File: src/rtl/div_ctrl_pkg.sv
// Shared types and constants for the divider issue controller.
package div_ctrl_pkg;

    typedef enum logic [2:0] {
        S_RSTQ  = 3'd0,
        S_IDLE  = 3'd1,
        S_ISSUE = 3'd2,
        S_WAIT  = 3'd3,
        S_DONE  = 3'd4,
        S_DRAIN = 3'd5
    } div_state_t;

    localparam int DIV_OP_SIGNED = 1;
    localparam int DIV_OP_MOD    = 0;

    localparam logic [31:0] DIV0_QUOT = 32'hFFFF_FFFF;

endpackage

File: src/rtl/div_issue_ctrl.sv
// Issues one divide op at a time to the signed/unsigned divider cores and holds the result.
// Optional DIV_ZERO_BYPASS_EN: zero divisors complete locally without touching a core.
module div_issue_ctrl
    import div_ctrl_pkg::*;
#(
    parameter int DIV_LATENCY = 40,
    parameter int CNT_W       = 6
) (
    input  logic        clk,
    input  logic        reset,
    input  logic        req_valid,
    output logic        req_ready,
    input  logic [1:0]  req_op,
    input  logic [31:0] req_src1,
    input  logic [31:0] req_src2,
    input  logic        flush,
    output logic        resp_valid,
    input  logic        resp_ready,
    output logic [31:0] resp_data,
    output logic        busy,
    output logic        div_tvalid_s,
    input  logic [1:0]  div_tready_s,
    input  logic        div_dvalid_s,
    input  logic [63:0] div_dout_s,
    output logic        div_tvalid_u,
    input  logic [1:0]  div_tready_u,
    input  logic        div_dvalid_u,
    input  logic [63:0] div_dout_u,
    output logic [31:0] div_dividend,
    output logic [31:0] div_divisor
);

    div_state_t state, state_nxt;

    logic [CNT_W-1:0] quiet_cnt;
    logic [1:0]       op_q;
    logic [31:0]      src1_q;
    logic [31:0]      src2_q;
    logic [31:0]      result_q;

    logic        sel_signed;
    logic [1:0]  tready_sel;
    logic        dvalid_sel;
    logic [63:0] dout_sel;
    logic [31:0] core_result;
    logic        accept;
    logic        handshake;
    logic        zero_bypass;
    logic [31:0] bypass_result;

    assign sel_signed  = op_q[DIV_OP_SIGNED];
    assign tready_sel  = sel_signed ? div_tready_s : div_tready_u;
    assign dvalid_sel  = sel_signed ? div_dvalid_s : div_dvalid_u;
    assign dout_sel    = sel_signed ? div_dout_s   : div_dout_u;
    assign core_result = op_q[DIV_OP_MOD] ? dout_sel[31:0] : dout_sel[63:32];

    assign accept    = req_valid && req_ready;
    assign handshake = (state == S_ISSUE) && !flush && (&tready_sel);

`ifdef DIV_ZERO_BYPASS_EN
    assign zero_bypass = (req_src2 == 32'd0);
`else
    assign zero_bypass = 1'b0;
`endif
    assign bypass_result = req_op[DIV_OP_MOD] ? req_src1 : DIV0_QUOT;

    always_ff @(posedge clk) begin
        if (reset) begin
            state <= S_RSTQ;
        end else begin
            state <= state_nxt;
        end
    end

    // The cores have no reset, so the quiet counter lets any pre-reset result fall out unseen.
    always_ff @(posedge clk) begin
        if (reset) begin
            quiet_cnt <= CNT_W'(DIV_LATENCY);
            op_q      <= '0;
            src1_q    <= '0;
            src2_q    <= '0;
            result_q  <= '0;
        end else begin
            if (state == S_RSTQ && quiet_cnt != '0) begin
                quiet_cnt <= quiet_cnt - 1'b1;
            end
            if (accept) begin
                op_q   <= req_op;
                src1_q <= req_src1;
                src2_q <= req_src2;
            end
            if (accept && zero_bypass) begin
                result_q <= bypass_result;
            end else if (state == S_WAIT && dvalid_sel && !flush) begin
                result_q <= core_result;
            end
        end
    end

    always_comb begin
        state_nxt = state;
        case (state)
            S_RSTQ: begin
                if (quiet_cnt == '0) state_nxt = S_IDLE;
            end
            S_IDLE: begin
                if (accept) state_nxt = zero_bypass ? S_DONE : S_ISSUE;
            end
            S_ISSUE: begin
                if (flush)          state_nxt = S_IDLE;
                else if (handshake) state_nxt = S_WAIT;
            end
            S_WAIT: begin
                // A result landing together with the flush is already drained.
                if (flush)           state_nxt = dvalid_sel ? S_IDLE : S_DRAIN;
                else if (dvalid_sel) state_nxt = S_DONE;
            end
            S_DRAIN: begin
                if (dvalid_sel) state_nxt = S_IDLE;
            end
            S_DONE: begin
                if (flush || resp_ready) state_nxt = S_IDLE;
            end
            default: state_nxt = S_RSTQ;
        endcase
    end

    always_comb begin
        req_ready    = 1'b0;
        busy         = 1'b1;
        resp_valid   = 1'b0;
        div_tvalid_s = 1'b0;
        div_tvalid_u = 1'b0;
        case (state)
            S_IDLE: begin
                req_ready = !flush;
                busy      = 1'b0;
            end
            S_ISSUE: begin
                if (sel_signed) div_tvalid_s = !flush;
                else            div_tvalid_u = !flush;
            end
            S_DONE: begin
                resp_valid = 1'b1;
            end
            default: ;
        endcase
    end

    assign resp_data    = result_q;
    assign div_dividend = src1_q;
    assign div_divisor  = src2_q;

endmodule

File: config.mk
export PLATFORM = sky130hd
export DESIGN_NAME = div_issue_ctrl
export DESIGN_NICKNAME = d
export VERILOG_FILES = /design/src/rtl/div_ctrl_pkg.sv /design/src/rtl/div_issue_ctrl.sv
export SDC_FILE = /design/constraint.sdc
export NUM_CORES = 1
export LEC_CHECK = 0
export BUFFER_PORTS_ARGS = -buffer_cell sky130_fd_sc_hd__clkbuf_2
export CAP_MARGIN = 10
export CORE_AREA = 5 5 117 119
export DETAILED_ROUTE_END_ITERATION = 12
export DIE_AREA = 0 0 122 124
export PLACE_DENSITY_LB_ADDON = 0.12
export SLEW_MARGIN = 20
export SYNTH_ARGS = -nofsm -noshare
export SYNTH_HDL_FRONTEND = slang
export SYNTH_SLANG_ARGS = --single-unit
File: constraint.sdc
create_clock -name clk -period 3.7 [get_ports clk]
set_input_delay 0.37 -clock clk [delete_from_list [all_inputs] [get_ports clk]]
set_output_delay 0.37 -clock clk [all_outputs]
set_load 0.05 [all_outputs]
After elaboration in Yosys (flattened, before gate mapping) --
Index checks and enable logic that the tools add are counted. W data, S select, Z words.
Word-level totals: output and inout port bits 101, logic and storage cells 52, register bits 107, input bits 205
Cells by class: equal/unequal tests 11, reductions and logical operators 13, add/sub/neg operators 1, mux-type cells 21
Operator list (number):
- $mux W64 | 1
- $mux W32 | 1
- $mux W3 | 9
- $pmux W3 S6 | 1
- $mux W1 | 8
- $eq A3 B2 Y1 const B | 2
- $eq A3 B3 Y1 const B | 2
- $logic_and A1 B1 Y1 | 6
- $logic_not A6 Y1 | 1
- $ne A2 B2 Y1 const B | 3
- $ne A3 B3 Y1 const B | 2
- $reduce_and A6 Y1 | 1
- $reduce_bool A6 Y1 | 1
- $sub A6 B1 Y6 const B | 1
- $eq A3 B1 Y1 const B | 1
- $logic_not A3 Y1 | 1
- $mux W2 | 1
- $ne A2 B1 Y1 const B | 1
- $reduce_and A2 Y1 | 1
- $logic_not A1 Y1 | 1
- $logic_or A1 B1 Y1 | 1

Depth between registers and ports, before layout --
Gate-level depths: netlist of run 1.
depth after elaboration 6, depth in mapped cells 8, mapped depth without buffers 7

Worst setup path before layout of run 1 --
Ideal clock, no wire load.
path type reg2out, from register op_q[1], to output port div_tvalid_s, stages on the path, launching flop included 4, path slack 0.932 ns, buffers on the path 2, required time 3.330 ns, arrival time 2.398 ns, cells stage by stage dfxtp_1 -> buf_6 -> buf_2 -> nor4b_1
Between the ends: longest elaborated chain between the ends 2
RTL lines:
- start: declaration | line div_issue_ctrl.sv:36 | logic [1:0] op_q;
- start signal: assignment | line div_issue_ctrl.sv:88 | op_q <= req_op;
- $mux W1 | line div_issue_ctrl.sv:140 | if (sel_signed) div_tvalid_s = !flush;
- $mux W1 | line div_issue_ctrl.sv:134 | case (state)
- end: declaration | line div_issue_ctrl.sv:21 | output logic div_tvalid_s,
Every way passes these cells.

Final worst setup path of run 1 --
from register state[0], to output port req_ready
Between the ends: longest elaborated chain between the ends 2
RTL lines:
- start: declaration | line div_issue_ctrl.sv:33 | div_state_t state, state_nxt;
- start signal: assignment | line div_issue_ctrl.sv:71 | state <= state_nxt;
- $eq A3 B1 Y1 | line div_issue_ctrl.sv:134
- $mux W1 | line div_issue_ctrl.sv:134
- end: declaration | line div_issue_ctrl.sv:12 | output logic req_ready,
Every way passes these cells.

==> results.py, run 1 <==
metrics = {
    "worst_setup_path": {
        "startpoint_type": "register",
        "cp_data_arrival_time_ns": 1.80,
        "end_kind": "output pin",
        "required_ns": 3.33,
        "critPathKind": "register to output pin",
        "cp_max_fo": 9,
    },
    "detailed_routing": {
        "vias": 4846,
        "ant_nets": 0,
        "routed_wl_um": 15280,
        "routedWlPerCell_um": 15.29,
        "routed_via_density": 4.851,
        "drt_iter0_markers": 182,
        "route.detailed.drc": 0,
        "firstDrtPassIters": 4,
    },
    "clocking": {
        "cts_hold_buf": 0,
        "cts_setup_buffers": 0,
        "cts_buffers": 9,
        "cts_resized": 0,
        "ctsHtreeMaxLevel": 3,
        "cts_root_buf": "clkbuf_16",
        "cts.path.max_buffers": 2,
        "cts_tree": "built",
        "cts_sinks": 107,
        "path_clk_slew_ns": 0.07,
        "clk_latency_ns": 0.35,
    },
    "grt": {
        "grt_max_degree": 74,
        "overflow": 0,
        "first_global_vias": 4725,
        "track_usage_pct": 19.25,
        "grt_pass1_wl_um": 22870,
        "antenna_found_initial": 0,
    },
    "yosys": {
        "synth_area_um2": 4700,
        "synthTopCellsByArea": "dfxtp_1 (46%), nand2_1 (16%), mux4_2 (15%)",
        "synth_edf_count": 0,
        "ys_types": 39,
        "synth_area_leader_cell": "dfxtp_1",
        "netlist.area_leader.share_pct": 45.58,
        "synth-seq-area-share_pct": 45.58,
        "synth_most_common_cell": "nand2_1",
        "syn_avg_cell_area_um2": 8.687,
        "syn_inst": 541,
        "synth_flop_cell": "dfxtp_1",
        "ys_ff_latch": 107,
        "synth_nets": 747,
        "async_flop_share_pct": 0,
        "yosysWarnings": 0,
        "synthTopCellsByCount": "nand2_1 (199), dfxtp_1 (107), a21oi_1 (101)",
    },
    "sta": {
        "finalCriticalPeriod_ns": 2.168,
        "setup_violations": 0,
        "hold_viol_final": 0,
        "rsz0062_at_grt": "no",
        "tightestPinTransition_ns": 0.7981,
        "maxSlewViolCount": 0,
        "maxSlewHeadroom_pct": 46.61,
        "clock.fmax_ghz": 0.4612,
        "period_share_pct": 58.60,
        "setup_tns_ns": 0,
        "whs_ns": 0.2350,
        "finalClockSkew_ns": 0.007818,
    },
    "floorplan": {
        "die_w_um": 122,
        "die_h_um": 124,
        "rows": 41,
        "die_area_um2": 15130,
        "initial_core_util_pct": 37.70,
        "ioPinCount": 306,
        "core_region_area_um2": 12470,
    },
    "flow_run": {
        "maxCapViolCount": 0,
    },
    "final_layout": {
        "antenna_cells": 0,
        "drive_gt1_share_pct": 44.98,
        "design_area_um2": 6663,
        "area_delta_synth_final_pct": 41.77,
        "fin_util_pct": 53.45,
        "nets": 1028,
    },
    "power": {
        "power.density_nw_per_um2": 413.4,
        "irDropWorstVdd_uv": 179.8,
        "finalPower_mw": 2.755,
        "power_leakage_nw": 2.894,
    },
    "placement": {
        "gp_congestion": 0.8142,
        "io_buffers": 305,
        "dpl.hpwl_um": 12390,
        "place_area_um2": 6312,
    },
    "outcome": {
        "status": "completed",
    },
    "hold_path": {
        "hp-class": "input port to register",
    },
}
## flip-flops by register name (all words and copies together), names as in the netlist
register	count
div_dividend	32
div_divisor	32
resp_data	32
quiet_cnt	6
state	3
op_q	2
## worst max-delay path: stages, from the launching register on
cell	delay, ns
dfxtp_1	0.51
nand2b_1	0.18
nor2_1	0.21
inv_1	0.12
nor2_1	0.14
clkbuf_2	0.30
## cell type report
type / count / area [um^2]
fill: 1218 / 5803
multi-input combinational: 386 / 2342
sequential: 107 / 2143
timing repair buffer: 314 / 1597
clock buffer: 10 / 239.0
tap: 172 / 215.2
clock inverter: 6 / 111.4
inverter: 4 / 15.01
## report_power, final
group | leakage [nW] | total, mW | switching, mW | internal, mW
Combinational | 1.86 | 0.420 | 0.225 | 0.195
Clock | 0.169 | 1.10 | 0.420 | 0.681
Sequential | 0.864 | 1.23 | 0.0375 | 1.20
## final timing paths
check | start | to | slack [ns] | cells after the start
worst min-delay path | req_src1[15] | div_dividend[15]$_SDFFE_PP0P_ | 0.23 | 3
worst min register to register | resp_data[29]$_SDFFE_PP0P_ | resp_data[29]$_SDFFE_PP0P_ | 0.45 | 2
worst max-delay path | state[0]$_SDFFE_PP0P_ | req_ready | 1.53 | 5
worst max register to register | state[2]$_SDFFE_PP0P_ | op_q[1]$_SDFFE_PP0P_ | 1.56 | 6
## cells by family after synthesis
kind of cell,Yosys count,synth area share [%]
buffers and inverters,48,4.766
xor gates and xnor gates,4,0.7456
DFF,107,45.58
muxes,35,15.97
and+or+nand+nor,235,20.39
adders and majority gates,1,0.2662
AOI/OAI and AO/OA,111,12.27
## through the flow
step	setup slack (ns)	instances
2_1_floorplan	0.9316	541
3_3_place_gp	1.634	983
3_5_place_dp	1.557	983
4_1_cts	1.513	999
5_1_grt	1.324	999
6_report	1.532	999
## cells in the final DEF (no fill, tap or decap), types with 2 or more instances in the layout
master,n
xor2_1,2
nor4_1,2
dfxtp_1,106
nand2b_1,4
o21ai_0,3
mux2i_1,3
clkbuf_16,9
mux4_2,32
a21oi_1,101
nor3_1,2
and2b_2,2
or3_1,2
inv_1,4
nand2_1,198
xnor2_1,2
clkbuf_2,304
buf_4,10
nor2_1,11
and3_2,2
bufinv_16,3
## per-layer routing
metal | routed length, um | part of all wire, % | track usage, %
met1 | 5746 | 38 | 20.97
met3 | 1260 | 8.2 | 5.767
met2 | 8033 | 53 | 35.57
met4 | 236 | 1.5 | 6.653
met5 | 0 | 0 | 0
Note: power is estimated with default switching activity, not from simulation.
==> run 2: changes to the inputs <==
CORE_AREA = unset   (was 5 5 117 119)
CORE_ASPECT_RATIO = 1.4   (was unset)
CORE_MARGIN = 5   (was unset)
CORE_UTILIZATION = 38   (was unset)
DIE_AREA = unset   (was 0 0 122 124)
clock period = 1.8 ns   (was 3.7 ns; I/O delays follow)
==> run 2 against run 1 <==
Net effect:
- the flow now finishes with violations (negative setup slack)
- clock power increased by 80%
- worst hold slack worse by 0.18 ns
- die area decreased by 2.7%
- critical endpoint is now state[2]$_SDFFE_PP0P_
- count of clock-buffer cells in the layout grew 1
- sequential cell count is the same
- global-route usage up 1.1 points
- cell count fell by 1.2%
- sequential share of layout area shrank 0.86 points
- combinational power grew to 2.6 times the previous value
- non-clock buffer count grew 10
- first-iteration DRC count is 18% lower
- sequential power rose by 110%
==> results.py, run 2 (same netlist as run 1, synthesis figures left out) <==
metrics = {
    "outcome": {
        "status": "finished with violations",
        "violations": "negative setup slack",
    },
    "grt": {
        "grt_max_degree": 74,
        "overflow": 0,
        "antenna_found_initial": 0,
        "grt_pass1_wl_um": 24550,
        "first_global_vias": 4986,
        "track_usage_pct": 20.38,
    },
    "final_layout": {
        "mostFrequentLayoutCells": "clkbuf_2 (303), nand2_1 (198), dfxtp_1 (103)",
        "nets": 1038,
        "fillers": 1173,
        "layout.cells.non_filler": 987,
        "area_delta_synth_final_pct": 45.93,
        "mostFrequentLayoutCell": "clkbuf_2",
        "design_area_um2": 6858,
        "antenna_cells": 0,
        "drive_gt1_share_pct": 47.67,
    },
    "placement": {
        "pre_cts_ws_ns": -0.2055,
        "dp.cells": 971,
        "dpl.hpwl_um": 12450,
        "place_area_um2": 6462,
        "gp_congestion": 0.7946,
        "io_buffers": 305,
    },
    "clocking": {
        "path_clk_slew_ns": 0.07,
        "cts_hold_buf": 0,
        "cts.path.max_buffers": 2,
        "ctsHtreeMaxLevel": 3,
        "clk_latency_ns": 0.34,
        "cts_root_buf": "clkbuf_16",
        "cts_sinks": 107,
        "cts_buffers": 9,
        "cts_tree": "built",
    },
    "floorplan": {
        "core_region_area_um2": 12250,
        "die_w_um": 104.0,
        "die_area_um2": 14720,
        "initial_core_util_pct": 38.36,
        "die_h_um": 141.6,
        "rows": 48,
        "ioPinCount": 306,
    },
    "detailed_routing": {
        "routed_via_density": 4.945,
        "routed_wl_um": 15540,
        "firstDrtPassIters": 4,
        "drt_iter0_markers": 150,
        "vias": 4881,
        "route.detailed.drc": 0,
        "routedWlPerCell_um": 15.75,
        "ant_nets": 0,
    },
    "worst_setup_path": {
        "path_cells": "inv_2, ha_4, or3b_4, or4_4, a32oi_4, and3_4, mux2i_1",
        "end_kind": "register",
        "cp_max_fo": 3,
        "startpoint_type": "register",
        "reg2reg_to": "state[2]$_SDFFE_PP0P_",
        "required_ns": 2.07,
        "critPathKind": "register to register",
        "max_stage_delay_ns": 0.43,
        "reg2reg_from": "quiet_cnt[0]$_SDFFE_PP0P_",
        "reg2reg_depth": 7,
        "cp_data_arrival_time_ns": 2.26,
        "endpoint": "state[2]$_SDFFE_PP0P_",
        "cp_slowest_cell": "or4_4",
        "reg2reg_setup_slack_ns": -0.20,
        "setup.worst_path.start": "quiet_cnt[0]$_SDFFE_PP0P_",
    },
    "sta": {
        "setup_violations": 4,
        "period_share_pct": 110.9,
        "maxSlewViolCount": 0,
        "finalClockSkew_ns": 0.007890,
        "finalCriticalPeriod_ns": 1.996,
        "clock.fmax_ghz": 0.5010,
        "hold_viol_final": 0,
        "maxSlewHeadroom_pct": 69.80,
        "rsz0062_at_grt": "yes",
        "setup_ws_ns": -0.1960,
        "tightestPinTransition_ns": 0.4489,
    },
    "power": {
        "power_leakage_nw": 2.955,
        "irDropWorstVdd_uv": 385.3,
        "power.density_nw_per_um2": 816.1,
        "finalPower_mw": 5.596,
    },
    "flow_run": {
        "maxCapViolCount": 0,
    },
    "hold_path": {
        "hp-class": "input port to register",
    },
}
==> run 2: cell count changes in the layout (fill, tap and decap cells not counted), sizes merged <==
cell	previous run	this run
buf	10	20
bufinv	3	1
clkbuf	314	315
clkinv	1	2
clkinvlp	1	2
inv	5	4
==> run 2: worst min path at each step <==
stage | startpoint | to | slack, ns | depth (start not counted)
after floorplan | req_src2[23] | div_divisor[23]$_SDFFE_PP0P_ | 0.31 | 2
after global placement | req_src2[31] | div_divisor[31]$_SDFFE_PP0P_ | 0.40 | 3
after detailed placement | req_src2[20] | div_divisor[20]$_SDFFE_PP0P_ | 0.41 | 3
after CTS | req_src2[18] | div_divisor[18]$_SDFFE_PP0P_ | 0.04 | 3
after global routing | req_src2[18] | div_divisor[18]$_SDFFE_PP0P_ | 0.04 | 3
final | req_src2[18] | div_divisor[18]$_SDFFE_PP0P_ | 0.05 | 3
==> run 2: report_power, final <==
part	leakage (nW)	internal (mW)	switching (mW)
clock network	0.142	1.12	0.862
logic	1.95	0.542	0.536
registers	0.865	2.46	0.0714
total	2.96	4.13	1.47
==> run 2: worst max-delay path, delay by kind of cell, from the launching register on <==
kind | cells | cell delay, ns
AO/OA/AOI/OAI | 1 | 0.22
AND/OR/NAND/NOR | 3 | 1.03
multiplexers | 1 | 0.16
buffers and inverters | 1 | 0.06
adder cells (fa/ha/maj) | 1 | 0.12
flip-flops | 1 | 0.33
==> run 2: layout make-up <==
type	instances	area [um^2]	area share, %
clock buffer	11	242.7	3.540
clock inverter	5	62.56	0.9122
inverter	4	15.01	0.2189
multi-input combinational	386	2434	35.49
sequential	107	2147	31.31
tap	150	187.7	2.737
timing repair buffer	324	1769	25.80
==> run 2: timing repair <==
item	4_1_cts	5_1_grt
cloned	0	0
pin swaps	2	3
buffers inserted	1	0
gates resized for setup	13	10
endpoints found under the setup margin	7	38
==> run 2: metal layers <==
| layer | wire length [um] | up-vias | GRT usage (%) | share of wire, % |
|---|---|---|---|---|
| li1 | - | 2417 | - | - |
| met1 | 6066 | 2193 | 23.37 | 39 |
| met2 | 7747 | 237 | 35.38 | 50 |
| met3 | 1213 | 34 | 6.099 | 7.8 |
| met4 | 513 | 0 | 8.390 | 3.3 |
| met5 | 0 | - | 0 | 0 |
==> run 2: through the flow <==
step                utilization, %  hold WS (ns)  TNS, ns
finish                       55.97       0.05147  -0.4696
global route                 55.97       0.04351  -0.7217
CTS                          55.62       0.03925  -0.3600
detailed placement           52.75        0.4092  -0.5305
global placement             52.75        0.4021  -0.3415
floorplan                        -        0.3131  -0.3119
==> run 3: changes to the inputs <==
ABC_AREA = 1   (was unset)
CORE_ASPECT_RATIO = unset   (was 1.4)
CORE_UTILIZATION = 40   (was 38)
RECOVER_POWER = 25   (was unset)
==> run 3 against run 2 <==
Net effect:
- the flow now finishes without violations
- register-to-register slack gained 0.46 ns
- clock power about the same
- die area up 3.7%
- combinational power is 130% higher
- core utilization decreased by 0.54 points
- critical path depth shrank 1
- final area increased by 2.0%
- cell count rose by 21%
- area after synthesis increased by 9.7%
- critical path type is now register to output pin
- first-iteration DRC count up 82%
==> results.py, run 3 <==
metrics = {
    "worst_setup_path": {
        "critPathKind": "register to output pin",
        "cp_max_fo": 5,
        "startpoint_type": "register",
        "required_ns": 1.62,
        "cp_data_arrival_time_ns": 1.50,
        "path_cells": "inv_2, nand2_1, nor2_1, nand2_1, nor2_1, buf_2",
        "end_kind": "output pin",
        "max_stage_delay_ns": 0.34,
        "cp_slowest_cell": "dfxtp_2",
    },
    "power": {
        "pwr-share-clk_pct": 27.8,
        "power.density_nw_per_um2": 1026,
        "irDropWorstVdd_uv": 558.7,
        "p_int_mw": 4.460,
        "power_leakage_nw": 3.056,
        "pwr-share-comb_pct": 34.0,
        "finalPower_mw": 7.177,
        "seq_power_share_pct": 38.2,
        "switching_share_pct": 37.86,
        "p_switching_mw": 2.717,
    },
    "yosys": {
        "synth_nets": 953,
        "netlist.area_leader.share_pct": 41.54,
        "synthTopCellsByCount": "nor2_1 (108), dfxtp_1 (107), a21oi_1 (103)",
        "synth_edf_count": 0,
        "synth_area_um2": 5156,
        "syn_avg_cell_area_um2": 6.903,
        "synth_area_leader_cell": "dfxtp_1",
        "synth-seq-area-share_pct": 41.54,
        "syn_inst": 747,
        "synth_most_common_cell": "nor2_1",
        "async_flop_share_pct": 0,
        "synthTopCellsByArea": "dfxtp_1 (42%), a21oi_1 (10%), o21ai_0 (8.6%)",
        "yosysWarnings": 0,
        "ys_ff_latch": 107,
        "synth_flop_cell": "dfxtp_1",
        "ys_types": 25,
    },
    "final_layout": {
        "area_delta_synth_final_pct": 35.67,
        "mostFrequentLayoutCell": "clkbuf_2",
        "nets": 1224,
        "seq_area_um2": 2147,
        "fillers": 1361,
        "mostFrequentLayoutCells": "clkbuf_2 (250), nor2_1 (108), a21oi_1 (103), dfxtp_1 (103), o21ai_0 (89)",
        "drive_gt1_share_pct": 29.13,
        "antenna_cells": 0,
        "multi_input_area_um2": 2442,
        "layout.cells.non_filler": 1195,
    },
    "flow_run": {
        "maxCapViolCount": 0,
    },
    "clocking": {
        "path_clk_slew_ns": 0.07,
        "cts_tree": "built",
        "cts_buffers": 9,
        "cts_sinks": 107,
        "cts.path.max_buffers": 2,
        "ctsHtreeMaxLevel": 3,
        "cts_root_buf": "clkbuf_16",
        "clk_latency_ns": 0.34,
        "cts_hold_buf": 0,
    },
    "sta": {
        "clock.fmax_ghz": 0.5952,
        "setup_tns_ns": 0,
        "rsz0062_at_grt": "no",
        "period_share_pct": 93.34,
        "finalClockSkew_ns": 0.01041,
        "setup_violations": 0,
        "setup_ws_ns": 0.1198,
        "hold_viol_final": 0,
        "finalCriticalPeriod_ns": 1.680,
        "maxSlewHeadroom_pct": 55.81,
        "tightestPinTransition_ns": 0.6657,
        "whs_ns": 0.08515,
        "maxSlewViolCount": 0,
    },
    "grt": {
        "grt_pass1_wl_um": 26140,
        "antenna_found_initial": 0,
        "grt_max_degree": 68,
        "track_usage_pct": 21.40,
        "overflow": 0,
        "first_global_vias": 5243,
    },
    "placement": {
        "io_buffers": 305,
        "pre_cts_ws_ns": 0.2530,
        "dpl.hpwl_um": 13010,
        "gp_congestion": 0.7970,
        "dp.cells": 1179,
    },
    "detailed_routing": {
        "ant_nets": 0,
        "firstDrtPassIters": 4,
        "vias": 5775,
        "drt_iter0_markers": 273,
        "routedWlPerCell_um": 14.51,
        "routed_via_density": 4.833,
        "routed_wl_um": 17340,
        "route.detailed.drc": 0,
    },
    "floorplan": {
        "core_region_area_um2": 12620,
        "initial_core_util_pct": 40.86,
        "ioPinCount": 306,
        "die_h_um": 123.5,
        "die_w_um": 123.5,
        "die_area_um2": 15260,
        "rows": 41,
    },
    "hold_path": {
        "hp-class": "input port to register",
    },
    "outcome": {
        "status": "completed",
    },
}
-- run 3: changes by cell type in the layout (fill, tap and decap cells not counted), sizes merged, moves of 4 or more --
cell / before / now
inv: 4 / 52
mux4: 32 / 0
nand2: 199 / 90
nand2b: 4 / 0
nand3: 1 / 76
nor2: 11 / 111
o21ai: 3 / 137
-- run 3: what timing repair did --
| action | in CTS | in global routing |
|---|---|---|
| buffers inserted | 0 | 0 |
| endpoints found under the setup margin | 1 | 3 |
| resized for setup | 1 | 6 |
| gates cloned | 0 | 0 |
-- run 3: routing by layer --
metal	share of wire, %	global-route usage [%]	vias to the layer above
met5	0	0	-
met4	1.7	6.090	0
met3	11	8.143	18
met2	45	33.64	224
met1	42	27.44	2515
li1	-	-	3018
-- run 3: power by group through the flow --
stage | registers [mW] | logic [mW] | clock network [mW]
6_report | 2.74 | 2.44 | 2.00
5_1_grt | 2.77 | 2.69 | 2.16
4_1_cts | 2.74 | 2.47 | 2.06
3_5_place_dp | 2.79 | 2.46 | 0
3_3_place_gp | 2.78 | 2.45 | 0
2_1_floorplan | 3.13 | 1.45 | 0
-- run 3: per-stage QoR --
stage	cell area, um^2	util (%)
final	6995	55.43
after global routing	6995	55.43
after CTS	7052	55.88
after detailed placement	6746	53.46
after global placement	6746	53.46
after floorplan	5156	-
-- run 3: path summary, 6_finish.rpt --
path                                                 start                            to  slack [ns]  depth (start not counted)
worst max-delay path                 state[0]$_SDFFE_PP0P_                  div_tvalid_u        0.12                          6
worst min-delay path                          req_src2[15]  div_divisor[15]$_SDFFE_PP0P_        0.09                          3
worst max register to register       state[1]$_SDFFE_PP0P_    resp_data[31]$_SDFFE_PP0P_        0.26                          7
worst min register to register  resp_data[22]$_SDFFE_PP0P_    resp_data[22]$_SDFFE_PP0P_        0.44                          2
-- run 3: worst max-delay path, delay by kind of cell, from the launching register on --
family        cells  cell delay (ns)
flops             1             0.34
simple gates      4             0.45
buf+inv           2             0.37
-- run 3: cell type report --
class	count	area share (%)
multi-input combinational	528	34.91
sequential	107	30.69
timing repair buffer	322	24.32
clock buffer	9	3.219
tap	172	3.076
inverter	50	2.683
clock inverter	7	1.091
-- run 3: logic make-up (layout without fill, tap and decap cells) --
| group | Yosys count | after routing | share of synthesized area [%] |
|---|---|---|---|
| adders and majority gates | 1 | 1 | 0.2426 |
| and+or+nand+nor | 284 | 284 | 23.32 |
| AOI/OAI and AO/OA | 242 | 242 | 23.59 |
| buffers and inverters | 112 | 388 | 11.14 |
| xor gates and xnor gates | 1 | 1 | 0.1699 |
| DFF | 107 | 107 | 41.54 |
